<file path="src/rtl/dma_bus_master.sv">
// Word-copy DMA engine acting as a bus initiator.
// Configured through a small MMIO register file; copies LEN words SRC -> DST.
module dma_bus_master #(
  parameter int LEN_WIDTH      = 16,
  parameter int TIMEOUT_CYCLES = 1024
) (
  input  logic        clk,
  input  logic        reset,
  input  logic        cs,
  input  logic        we,
  input  logic [7:0]  address,
  input  logic [31:0] write_data,
  output logic [31:0] read_data,
  output logic        ready,
  output logic        mem_valid,
  output logic        mem_instr,
  output logic [31:0] mem_addr,
  output logic [31:0] mem_wdata,
  output logic [3:0]  mem_wstrb,
  input  logic [31:0] mem_rdata,
  input  logic        mem_ready,
  output logic        busy,
  output logic        irq
);

  localparam int TW = $clog2(TIMEOUT_CYCLES + 1);

  localparam logic [7:0] A_CTRL   = 8'h08;
  localparam logic [7:0] A_STATUS = 8'h09;
  localparam logic [7:0] A_SRC    = 8'h10;
  localparam logic [7:0] A_DST    = 8'h11;
  localparam logic [7:0] A_LEN    = 8'h12;
  localparam logic [7:0] A_REMAIN = 8'h13;

  typedef enum logic [1:0] {
    IDLE,
    READ,
    WRITE,
    DONE
  } state_t;

  state_t state;
  state_t state_nx;

  logic [31:0]          src_reg;
  logic [31:0]          dst_reg;
  logic [31:0]          src_ptr;
  logic [31:0]          dst_ptr;
  logic [31:0]          buffer;
  logic [LEN_WIDTH-1:0] len_reg;
  logic [LEN_WIDTH-1:0] remain;
  logic                 done_q;
  logic                 error_q;
  logic                 abort_q;
  logic [TW-1:0]        tcount;

  logic cfg_wr;
  logic start;
  logic abort_req;
  logic hs;
  logic tout;
  logic fail_exit;

  assign cfg_wr    = cs & we;
  assign start     = cfg_wr & (address == A_CTRL)
                   & write_data[0] & (state == IDLE);
  assign abort_req = cfg_wr & (address == A_CTRL)
                   & write_data[1] & busy;
  assign hs        = mem_valid & mem_ready;
  assign tout      = mem_valid & ~mem_ready
                   & (tcount == TW'(TIMEOUT_CYCLES - 1));
  // A latched abort only bites once the pending handshake completes.
  assign fail_exit = (hs & abort_q) | tout;

  assign mem_instr = 1'b0;
  assign irq       = done_q | error_q;

  always_ff @(posedge clk) begin
    if (reset) state <= IDLE;
    else       state <= state_nx;
  end

  always_comb begin
    state_nx = state;
    unique case (state)
      IDLE: begin
        if (start)
          state_nx = (len_reg == '0) ? DONE : READ;
      end
      READ: begin
        if (fail_exit) state_nx = IDLE;
        else if (hs)   state_nx = WRITE;
      end
      WRITE: begin
        if (fail_exit)
          state_nx = IDLE;
        else if (hs)
          state_nx = (remain == LEN_WIDTH'(1)) ? DONE : READ;
      end
      DONE:    state_nx = IDLE;
      default: state_nx = IDLE;
    endcase
  end

  always_comb begin
    busy      = 1'b0;
    mem_valid = 1'b0;
    mem_addr  = '0;
    mem_wdata = '0;
    mem_wstrb = '0;
    unique case (state)
      READ: begin
        busy      = 1'b1;
        mem_valid = 1'b1;
        mem_addr  = src_ptr;
      end
      WRITE: begin
        busy      = 1'b1;
        mem_valid = 1'b1;
        mem_addr  = dst_ptr;
        mem_wdata = buffer;
        mem_wstrb = 4'hf;
      end
      default: ;
    endcase
  end

  always_ff @(posedge clk) begin
    if (reset)
      tcount <= '0;
    else if (!busy || state_nx != state)
      tcount <= '0;
    else
      tcount <= tcount + TW'(1);
  end

  always_ff @(posedge clk) begin
    if (reset) begin
      src_reg <= '0;
      dst_reg <= '0;
      len_reg <= '0;
      src_ptr <= '0;
      dst_ptr <= '0;
      remain  <= '0;
      buffer  <= '0;
      done_q  <= 1'b0;
      error_q <= 1'b0;
      abort_q <= 1'b0;
      ready   <= 1'b0;
    end else begin
      ready <= cs;
      if (cfg_wr && !busy) begin
        if (address == A_SRC) src_reg <= {write_data[31:2], 2'b00};
        if (address == A_DST) dst_reg <= {write_data[31:2], 2'b00};
        if (address == A_LEN) len_reg <= write_data[LEN_WIDTH-1:0];
      end
      if (start) begin
        src_ptr <= src_reg;
        dst_ptr <= dst_reg;
        remain  <= len_reg;
        done_q  <= 1'b0;
        error_q <= 1'b0;
      end
      if (abort_req) abort_q <= 1'b1;
      if (hs && state == READ) buffer <= mem_rdata;
      if (hs && state == WRITE) begin
        src_ptr <= src_ptr + 32'd4;
        dst_ptr <= dst_ptr + 32'd4;
        remain  <= remain - LEN_WIDTH'(1);
      end
      if (state == DONE) done_q <= 1'b1;
      if (fail_exit) begin
        error_q <= 1'b1;
        done_q  <= 1'b0;
      end
      if (state_nx == IDLE) abort_q <= 1'b0;
    end
  end

  always_comb begin
    read_data = '0;
    case (address)
      A_STATUS: read_data = {29'b0, error_q, done_q, busy};
      A_SRC:    read_data = src_reg;
      A_DST:    read_data = dst_reg;
      A_LEN:    read_data = 32'(len_reg);
      A_REMAIN: read_data = 32'(remain);
      default:  read_data = '0;
    endcase
  end

endmodule

</file>
<file path="config.mk">
export PLATFORM = sky130hd
export DESIGN_NAME = dma_bus_master
export DESIGN_NICKNAME = d
export VERILOG_FILES = /design/src/rtl/dma_bus_master.sv
export SDC_FILE = /design/constraint.sdc
export NUM_CORES = 1
export LEC_CHECK = 0
export BUFFER_PORTS_ARGS = -buffer_cell sky130_fd_sc_hd__buf_2
export CAP_MARGIN = 20
export CORE_MARGIN = 1
export CORE_UTILIZATION = 50
export DETAILED_ROUTE_END_ITERATION = 10
export PLACE_DENSITY = 0.82
export SLEW_MARGIN = 15
export SYNTH_ARGS = -nofsm -noshare
export SYNTH_HDL_FRONTEND = slang
export SYNTH_SLANG_ARGS = --single-unit
</file>
<file path="constraint.sdc">
create_clock -name clk -period 3.45 [get_ports clk]
set_input_delay 0.345 -clock clk [delete_from_list [all_inputs] [get_ports clk]]
set_output_delay 0.345 -clock clk [all_outputs]
set_load 0.01 [all_outputs]
</file>
* Word-level counts from Yosys, hierarchy flattened
Index checks and enable logic that the tools add are counted.
** Operators by class
- Add/subtract/negate cells :: 4
- Equality and inequality tests :: 12
- Mux-type cells :: 22
- Bitwise logic cells :: 13
- Reductions and logical operators :: 18
** Operators by type and width (number)
- two-way mux 32 bit :: 5
- case mux 32 bit (5 select lines) :: 1
- adder 32 x 3 -> 32 bit (second input constant) :: 2
- case mux 32 bit (2 select lines) :: 1
- == test 8 x 5 -> 1 bit (second input constant) :: 4
- two-way mux 16 bit :: 2
- == test 16 x 1 -> 1 bit (second input constant) :: 1
- == test 8 x 4 -> 1 bit (second input constant) :: 2
- logical NOT 16 bit :: 1
- subtractor 16 x 1 -> 16 bit (second input constant) :: 1
- two-way mux 2 bit :: 7
- adder 11 x 1 -> 11 bit (second input constant) :: 1
- == test 11 x 10 -> 1 bit (second input constant) :: 1
- bitwise AND 1 bit :: 10
- case mux 2 bit (4 select lines) :: 1
- OR reduction 2 bit :: 4
- AND reduction 2 bit :: 3
- nonzero test 2 bit :: 3
- == test 2 bit (second input constant) :: 2
- logical NOT 2 bit :: 2
- two-way mux 1 bit :: 4
- two-way mux 4 bit :: 1
- logical AND 1 bit :: 3
- == test 2 x 1 -> 1 bit (second input constant) :: 1
- other kinds (5) :: 6
** Word-level totals
- Register bits :: 205
- Input port bits :: 77
- Output and inout port bits :: 105
- Word-level logic and storage cells :: 82

* Longest topological paths before layout
Gate-level depths: netlist of the first run.
- Word-level depth :: 11
- Mapped depth :: 10
- Depth with buffers taken out :: 7

* Worst setup path after synthesis of the first run
OpenSTA, ideal clock, no wires.
- Path kind :: flip-flop to flip-flop
- From :: register state[0]
- To :: register dst_ptr[16]
- Setup time :: 95 ps
- Data arrival time :: 2385 ps
- Required time :: 3355 ps
- Slack :: 970 ps
- Stages on the path, launching flop included :: 10
- Buffers on the path :: 4
- Period minus slack after synthesis :: 2480 ps
- Cells stage by stage :: dfxtp_1 inv_1 ha_1 clkbuf_1 and2_2 clkbuf_1 clkbuf_1 clkbuf_1 o21ai_0 a221oi_1
** On the way
- Longest elaborated chain between the ends :: 6
- Elaborated cells between the ends (all ways) :: 10
- Those cells by class :: 2 x eq/ne; 2 x mux; 2 x bitwise; 4 x reduce/logical
** Ends and longest elaborated chain
- from (decl) :: line 42 : state_t state;
- from (signal assigned) :: line 80 : else state <= state_nx;
- == test 2 x 1 -> 1 bit / == test 2 bit (equally long branches) :: line 111, 166
- OR reduction 2 bit (no source line)
- two-way mux 1 bit :: line 111 : unique case (state)
- bitwise AND 1 bit :: line 69 : assign hs = mem_valid & mem_ready;
- logical AND 1 bit :: line 166 : if (hs && state == WRITE) begin
- two-way mux 32 bit / nonzero test 2 bit (equally long branches)
- to (signal assigned) :: line 159 : dst_ptr <= dst_reg;
- to (signal assigned) :: line 168 : dst_ptr <= dst_ptr + 32'd4;
- to (decl) :: line 48 : logic [31:0] dst_ptr;
Parallel ways exist; a longest one is shown, timed or not.
A chain may end at the register's enable or synchronous reset.

* Final worst setup path of the first run
- From :: register state[0]
- To :: output port mem_addr[2]
** On the way
- Longest elaborated chain between the ends :: 2
- Elaborated cells between the ends (all ways) :: 3
- Those cells by class :: 2 x eq/ne; 1 x mux
** Ends and longest elaborated chain
- == test 2 bit / == test 2 x 1 -> 1 bit (equally long branches) :: line 111
- case mux 32 bit (2 select lines) * :: line 111
- to (decl) :: line 17 : output logic [31:0] mem_addr,
Mark *: on every way between the ends. The rest lies on a longest branch, timed or not.

==> results by group, run 1 <==
Floorplan
  – Chip height: 146 um
  – Chip width: 146 um
  – Initial cell density of the core: 0.510
  – Full die area: 21300 um2
  – IO Pins: 182
  – Row count: 52
  – CORE AREA: 20300 um2

Run
  – MaxCap Viol Count: 0

Synth
  – Yosys warnings: 0
  – Synth top area cells: dfxtp_1 (39%), nand2_1 (8.8%), a21oi_1 (6.8%), clkbuf_1 (3.1%), nor2_1 (3.0%)
  – Synth top area share: 0.388
  – Sequential area share after synthesis: 0.388
  – Synth area leader: dfxtp_1
  – Post-synth EDFFs: 0
  – Most numerous cell in the Yosys netlist: nand2_1
  – Yosys cell types: 71
  – Most used DFF post-synth: dfxtp_1
  – Syn_area_per_cell: 7.91 um2
  – Commonest cells post-synth: nand2_1 (242), dfxtp_1 (201), a21oi_1 (140)
  – #FFs+latches synth: 201
  – Syn Inst Count: 1309
  – Post-synthesis async set-or-reset flop share: 0
  – Mapped Area: 10400 um2

Setup path
  – Reg2reg setup slack: 0.72 ns
  – CP peak stage delay: 0.42 ns
  – R2r worst-path depth: 7
  – Most Frequent Cell on Critical Path: buf_4
  – Slowest-stage cell, CP: ha_2
  – Critical path depth: 7
  – Buf/Inv on CP: 4
  – Critical path launch point type: flop
  – RR Startpoint: state[0]$_SDFF_PP0_
  – Endpoint of the worst register-to-register path: src_ptr[6]$_SDFFE_PP0P_
  – CP required: 3.11 ns
  – Crit path max fanout: 17
  – Setup CP Type: reg2out
  – Crit path cell chain: inv_1 > ha_2 > buf_4 > buf_4 > a22oi_1 > nor2b_1 > buf_2
  – CP endpoint kind: output pin
  – WP data arrival: 2.45 ns
  – CP top delay family: buffers and inverters

Final layout
  – Share of layout cells above drive strength 1: 0.198
  – FILL cells: 1766
  – # diodes: 0
  – Layout overhead on the synthesized area: 17.6%
  – Register area: 4020 um2
  – Max reg flops: 32
  – Total Nets Final: 1529
  – Footprint of the multi-input gates: 5820 um2
  – Top reg by flops: buffer

Place
  – HPWL Detailed: 21.9 mm
  – Gpl congestion: 0.934
  – Number of buffers added on ports: 178

Global route
  – First-pass GRT wire length: 52.1 mm
  – GRT overflow: 0
  – GRT Total Usage: 0.295
  – Initial antenna violation count: 0
  – Vias in the first global route: 10200
  – Largest net degree at the start of global routing: 98

Power
  – Peak VDD IR: 0.000358 V
  – Power Density: 401 nW/um2
  – Clock power share: 0.496
  – Flop pwr share: 0.476
  – Leak: 4.62 nW
  – Logic pwr share: 0.028
  – Switching part of the total power: 0.215
  – NetSw: 1.05 mW
  – Cell-internal power: 3.83 mW

STA
  – Finish-stage setup viols: 0
  – Slew at the pin closest to its max-slew limit: 0.877 ns
  – Max-slew violation count: 0
  – Hold Slack: 0.0683 ns
  – Setup TNS: 0 ns
  – Crit path time final: 2.79 ns
  – RSZ-0062 raised after global routing: false
  – Hold Fails Final Rpt: 0
  – Max Clock Freq: 0.358 GHz
  – Slew headroom: 0.415
  – Clock Skew: 0.0118 ns
  – Period utilisation layout: 0.809

Hold path
  – Worst hold path class: in2reg
  – WHS Path Cells: 3
  – Hold path start: mem_rdata[7]
  – Hold Path Sink: buffer[7]$_SDFFE_PP0P_

Clock tree
  – Post_cts resized: 0
  – Worst skew pair latency: 0.51 ns
  – Post CTS Setup Buffer Count: 0
  – H-tree Lvls: 1
  – Cts hold-fix bufs: 0
  – Clock Pin Slew Worst Setup and Hold Paths: 0.06 ns
  – Clock tree sinks: 201
  – TritonCTS buffer count: 22
  – Clock Tree Buf Depth: 3
  – CTS Root Cell: clkbuf_16
  – CTS tree: built

Route
  – DR vias: 10700
  – WL final: 31.7 mm
  – Pre-Repair DR Iteration Count: 6
  – DR WL/cell: 18.3 um
  – Post-DRT Antenna Nets: 0
  – Post-DR vias/cell: 6.17
  – Remaining routing DRC violations: 0
  – Iter 0 DRT Violations: 1319

Outcome
  – Outcome: finished clean
-- worst reg2reg max path, cell delays in order (launching register included) --
cell and delay, ns:
dfxtp_1 0.42, inv_1 0.13, ha_2 0.33, and2_2 0.41, nor2_1 0.65, buf_4 0.35, a21oi_1 0.07, o221a_2 0.26
-- cell usage in the layout (no fill, tap or decap), drive strengths merged, types with 10 or more instances in the layout --
cell | Yosys | final
nand2 | 242 | 242
buf | 22 | 215
dfxtp | 201 | 201
a21oi | 140 | 140
nor2 | 83 | 83
and2 | 48 | 48
nand3 | 43 | 43
nor4 | 36 | 36
a22oi | 35 | 35
nor2b | 34 | 34
clkbuf | 86 | 33
nor3 | 31 | 31
a31oi | 28 | 28
o21ai | 26 | 26
mux2i | 20 | 20
nand4 | 20 | 20
and3 | 20 | 20
a22o | 16 | 16
inv | 15 | 15
or3 | 15 | 15
mux4 | 13 | 13
a211oi | 11 | 11
a311oi | 11 | 11
ha | 10 | 10
-- power groups by stage --
stage,Combinational (mW),Sequential [mW],Clock [mW]
finish,0.137,2.32,2.42
global route,0.148,2.32,2.52
CTS,0.135,2.32,2.43
detailed placement,0.134,2.38,0
global placement,0.134,2.37,0
floorplan,0.0689,2.37,0
-- how the worst max path moves through the flow --
stage / startpoint / endpoint / slack (ns)
5_1_grt: state[1]$_SDFF_PP0_ / tcount[3]$_SDFF_PP0_ / 0.53
3_3_place_gp: address[2] / src_ptr[18]$_SDFFE_PP0P_ / 0.75
3_5_place_dp: address[1] / src_ptr[14]$_SDFFE_PP0P_ / 0.65
6_report: state[0]$_SDFF_PP0_ / mem_addr[2] / 0.66
4_1_cts: state[0]$_SDFF_PP0_ / mem_addr[5] / 0.68
2_1_floorplan: state[0]$_SDFF_PP0_ / dst_ptr[16]$_SDFFE_PP0P_ / 0.97
-- metrics by stage --
step | util | cell area (um2) | cells | setup slack, ns | total power, mW
2_1_floorplan | - | 10400 | 1311 | 0.970 | 2.44
3_3_place_gp | 0.563 | 11400 | 1687 | 0.748 | 2.51
3_5_place_dp | 0.563 | 11400 | 1688 | 0.648 | 2.51
4_1_cts | 0.600 | 12200 | 1726 | 0.684 | 4.89
5_1_grt | 0.600 | 12200 | 1726 | 0.534 | 4.99
6_report | 0.600 | 12200 | 1726 | 0.658 | 4.88
-- layer usage --
layer / vias to the layer above / part of all wire / track usage / wire (um)
li1: 4976 / - / - / -
met1: 4946 / 0.40 / 0.391 / 12700
met2: 620 / 0.45 / 0.470 / 14400
met3: 111 / 0.11 / 0.0542 / 3370
met4: 0 / 0.038 / 0.129 / 1200
met5: - / 0 / 0 / 0
-- cells by family after synthesis --
| family | after synthesis | synth area share |
|---|---|---|
| AO/OA/AOI/OAI | 326 | 0.203 |
| XOR/XNOR | 11 | 0.00930 |
| adder cells (fa/ha/maj) | 10 | 0.0121 |
| buffers and inverters | 123 | 0.0507 |
| flip-flops | 201 | 0.388 |
| multiplexers | 34 | 0.0487 |
| other | 1 | 0.000362 |
| AND/OR/NAND/NOR | 603 | 0.287 |
-- cell type report --
cell class / instances / share of cell area
Clock buffer: 33 / 0.0569
Clock inverter: 5 / 0.00431
Timing Repair Buffer: 215 / 0.0983
Inverter: 15 / 0.00462
Sequential cell: 201 / 0.330
Tap cell: 270 / 0.0277
Multi-Input combinational cell: 987 / 0.478
Power figures use the tool's default switching activity.
==> inputs of run 2 (changes only) <==
- PLACE_DENSITY: 0.82 -> 0.84
- clock period: 3.45 -> 2.5 ns (I/O delays scaled with it)
==> run 2 against run 1 <==
Net effect: core utilization rose by 3.6 points; die area unchanged; cell area is 6.1% higher; global-route usage up 2.0 points; via count grew 5.1%; clock power rose by 33%; sequential power grew 38%; sequential share of layout area is 1.9 points lower; final cell count increased by 4.3%.
==> results by group, run 2 (synthesis gave the netlist of run 1 again) <==
Final layout
  – Share of layout cells above drive strength 1: 0.214
  – Max reg flops: 32
  – Commonest non-fill, non-tap cells in the layout: nand2_1 (241), dfxtp_1 (201), buf_2 (178)
  – Most common cell after layout, fill and taps aside: nand2_1
  – Utilization after layout: 0.636
  – Top reg by flops: buffer
  – Total Nets Final: 1604
  – # diodes: 0
  – Layout overhead on the synthesized area: 24.7%

Global route
  – Largest net degree at the start of global routing: 70
  – GRT overflow: 0
  – GRT Total Usage: 0.315
  – Initial antenna violation count: 0
  – Vias in the first global route: 10800
  – First-pass GRT wire length: 54.9 mm

STA
  – Max Clock Freq: 0.422 GHz
  – Finish-stage setup viols: 0
  – Slew at the pin closest to its max-slew limit: 0.706 ns
  – Slew headroom: 0.528
  – RSZ-0062 raised after global routing: false
  – Period utilisation layout: 0.947
  – Final WS setup: 0.132 ns
  – Crit path time final: 2.37 ns
  – Setup TNS: 0 ns
  – Hold Fails Final Rpt: 0
  – Max-slew violation count: 0
  – Clock Skew: 0.00824 ns

Floorplan
  – Row count: 52
  – Initial cell density of the core: 0.510
  – Chip width: 146 um
  – CORE AREA: 20300 um2
  – IO Pins: 182
  – Chip height: 146 um
  – Full die area: 21300 um2

Power
  – Power Density: 517 nW/um2
  – Flop pwr share: 0.480
  – Logic pwr share: 0.038
  – Cell-internal power: 5.22 mW
  – Leak: 4.95 nW
  – Clock power share: 0.482
  – Switching part of the total power: 0.219
  – NetSw: 1.46 mW
  – Peak VDD IR: 0.000564 V

Setup path
  – Critical path launch point type: flop
  – Critical path depth: 7
  – RR Startpoint: state[0]$_SDFF_PP0_
  – Crit path cell chain: inv_1 > buf_4 > ha_1 > buf_12 > a22oi_1 > nor2b_1 > buf_2
  – WP data arrival: 2.12 ns
  – Setup CP Type: reg2out
  – Endpoint of the worst register-to-register path: src_ptr[26]$_SDFFE_PP0P_
  – Worst Setup SP: state[1]$_SDFF_PP0_
  – CP top delay family: buffers and inverters
  – Slowest-stage cell, CP: dfxtp_1
  – CP required: 2.25 ns
  – Crit path to: mem_addr[9]
  – CP peak stage delay: 0.40 ns
  – Reg2reg setup slack: 0.15 ns
  – Crit path max fanout: 33
  – R2r worst-path depth: 8
  – Buf/Inv on CP: 4
  – CP endpoint kind: output pin

Route
  – Post-DRT Antenna Nets: 0
  – Iter 0 DRT Violations: 1466
  – Met3 wire len: 3.36 mm
  – DR WL/cell: 19.2 um
  – Pre-Repair DR Iteration Count: 5
  – DR vias: 11200
  – Met1 wire length: 13.8 mm
  – Remaining routing DRC violations: 0
  – WL final: 34.5 mm
  – DR top layer: met4
  – DR WL met2: 16.1 mm
  – Post-DR vias/cell: 6.22

Clock tree
  – Worst skew pair latency: 0.50 ns
  – Clock Tree Buf Depth: 3
  – TritonCTS buffer count: 21
  – Clock Pin Slew Worst Setup and Hold Paths: 0.06 ns
  – CTS Root Cell: clkbuf_16
  – CTS tree: built
  – H-tree Lvls: 1
  – Clock tree sinks: 201

Place
  – HPWL Detailed: 22.6 mm
  – DP Worst Slack: -0.00379 ns
  – Number of buffers added on ports: 178
  – Gpl congestion: 0.943

Hold path
  – Worst hold path class: in2reg

Outcome
  – Outcome: finished clean

Run
  – MaxCap Viol Count: 0
-- run 2: per-layer routing --
metal  vias to the layer above  track usage
li1                       5135            -
met5                         -            0
met1                      5291        0.409
met2                       665        0.513
met4                         0        0.141
met3                       105       0.0539
-- run 2: how the worst min path moves through the flow --
stage / slack [ns] / cells past startpoint / start / to
4_1_cts: 0.0005 / 3 / mem_rdata[20] / buffer[20]$_SDFFE_PP0P_
3_5_place_dp: 0.44 / 2 / buffer[25]$_SDFFE_PP0P_ / buffer[25]$_SDFFE_PP0P_
3_3_place_gp: 0.44 / 2 / buffer[0]$_SDFFE_PP0P_ / buffer[0]$_SDFFE_PP0P_
5_1_grt: 0.007 / 3 / mem_rdata[25] / buffer[25]$_SDFFE_PP0P_
6_report: 0.003 / 3 / mem_rdata[21] / buffer[21]$_SDFFE_PP0P_
2_1_floorplan: 0.38 / 1 / cs / ready$_SDFF_PP0_
-- run 2: worst min-delay path, stage by stage --
cell	delay (ns)
buf_2	0.10
nand2_1	0.05
a21oi_1	0.05
-- run 2: final cells by class --
class                   instances  area [um2]
clock buffers                  27         598
fillers                      1643        7380
inverters                      15        56.3
repair buffers                291        1940
well taps                     270         338
multi-input cells             987        5850
clock inverters                10         110
flip-flops and latches        201        4020
-- run 2: per-stage QoR --
stage / total power [mW] / cells / cell area, um2 / hold slack (ns)
after global placement: 3.47 / 1720 / 11700 / 0.437
after global routing: 6.84 / 1801 / 12900 / 0.00686
after CTS: 6.67 / 1800 / 12900 / 0.000478
after floorplan: 3.37 / 1311 / 10400 / 0.378
final: 6.68 / 1801 / 12900 / 0.00325
after detailed placement: 3.47 / 1721 / 11700 / 0.442
-- run 2: timing repair --
item / 4_1_cts / 5_1_grt
hold endpoints to repair: 53 / 1
hold buffers: 42 / 1
gates resized for setup: 0 / 11
endpoints found under the setup margin: 0 / 30
buffers inserted: 0 / 0
-- run 2: power by group through the flow --
stage               Sequential, mW  Combinational [mW]  Clock [mW]
floorplan                     3.28              0.0951           0
global placement              3.28               0.191           0
detailed placement            3.28               0.193           0
CTS                           3.21               0.244        3.22
global route                  3.20               0.270        3.37
finish                        3.21               0.255        3.22
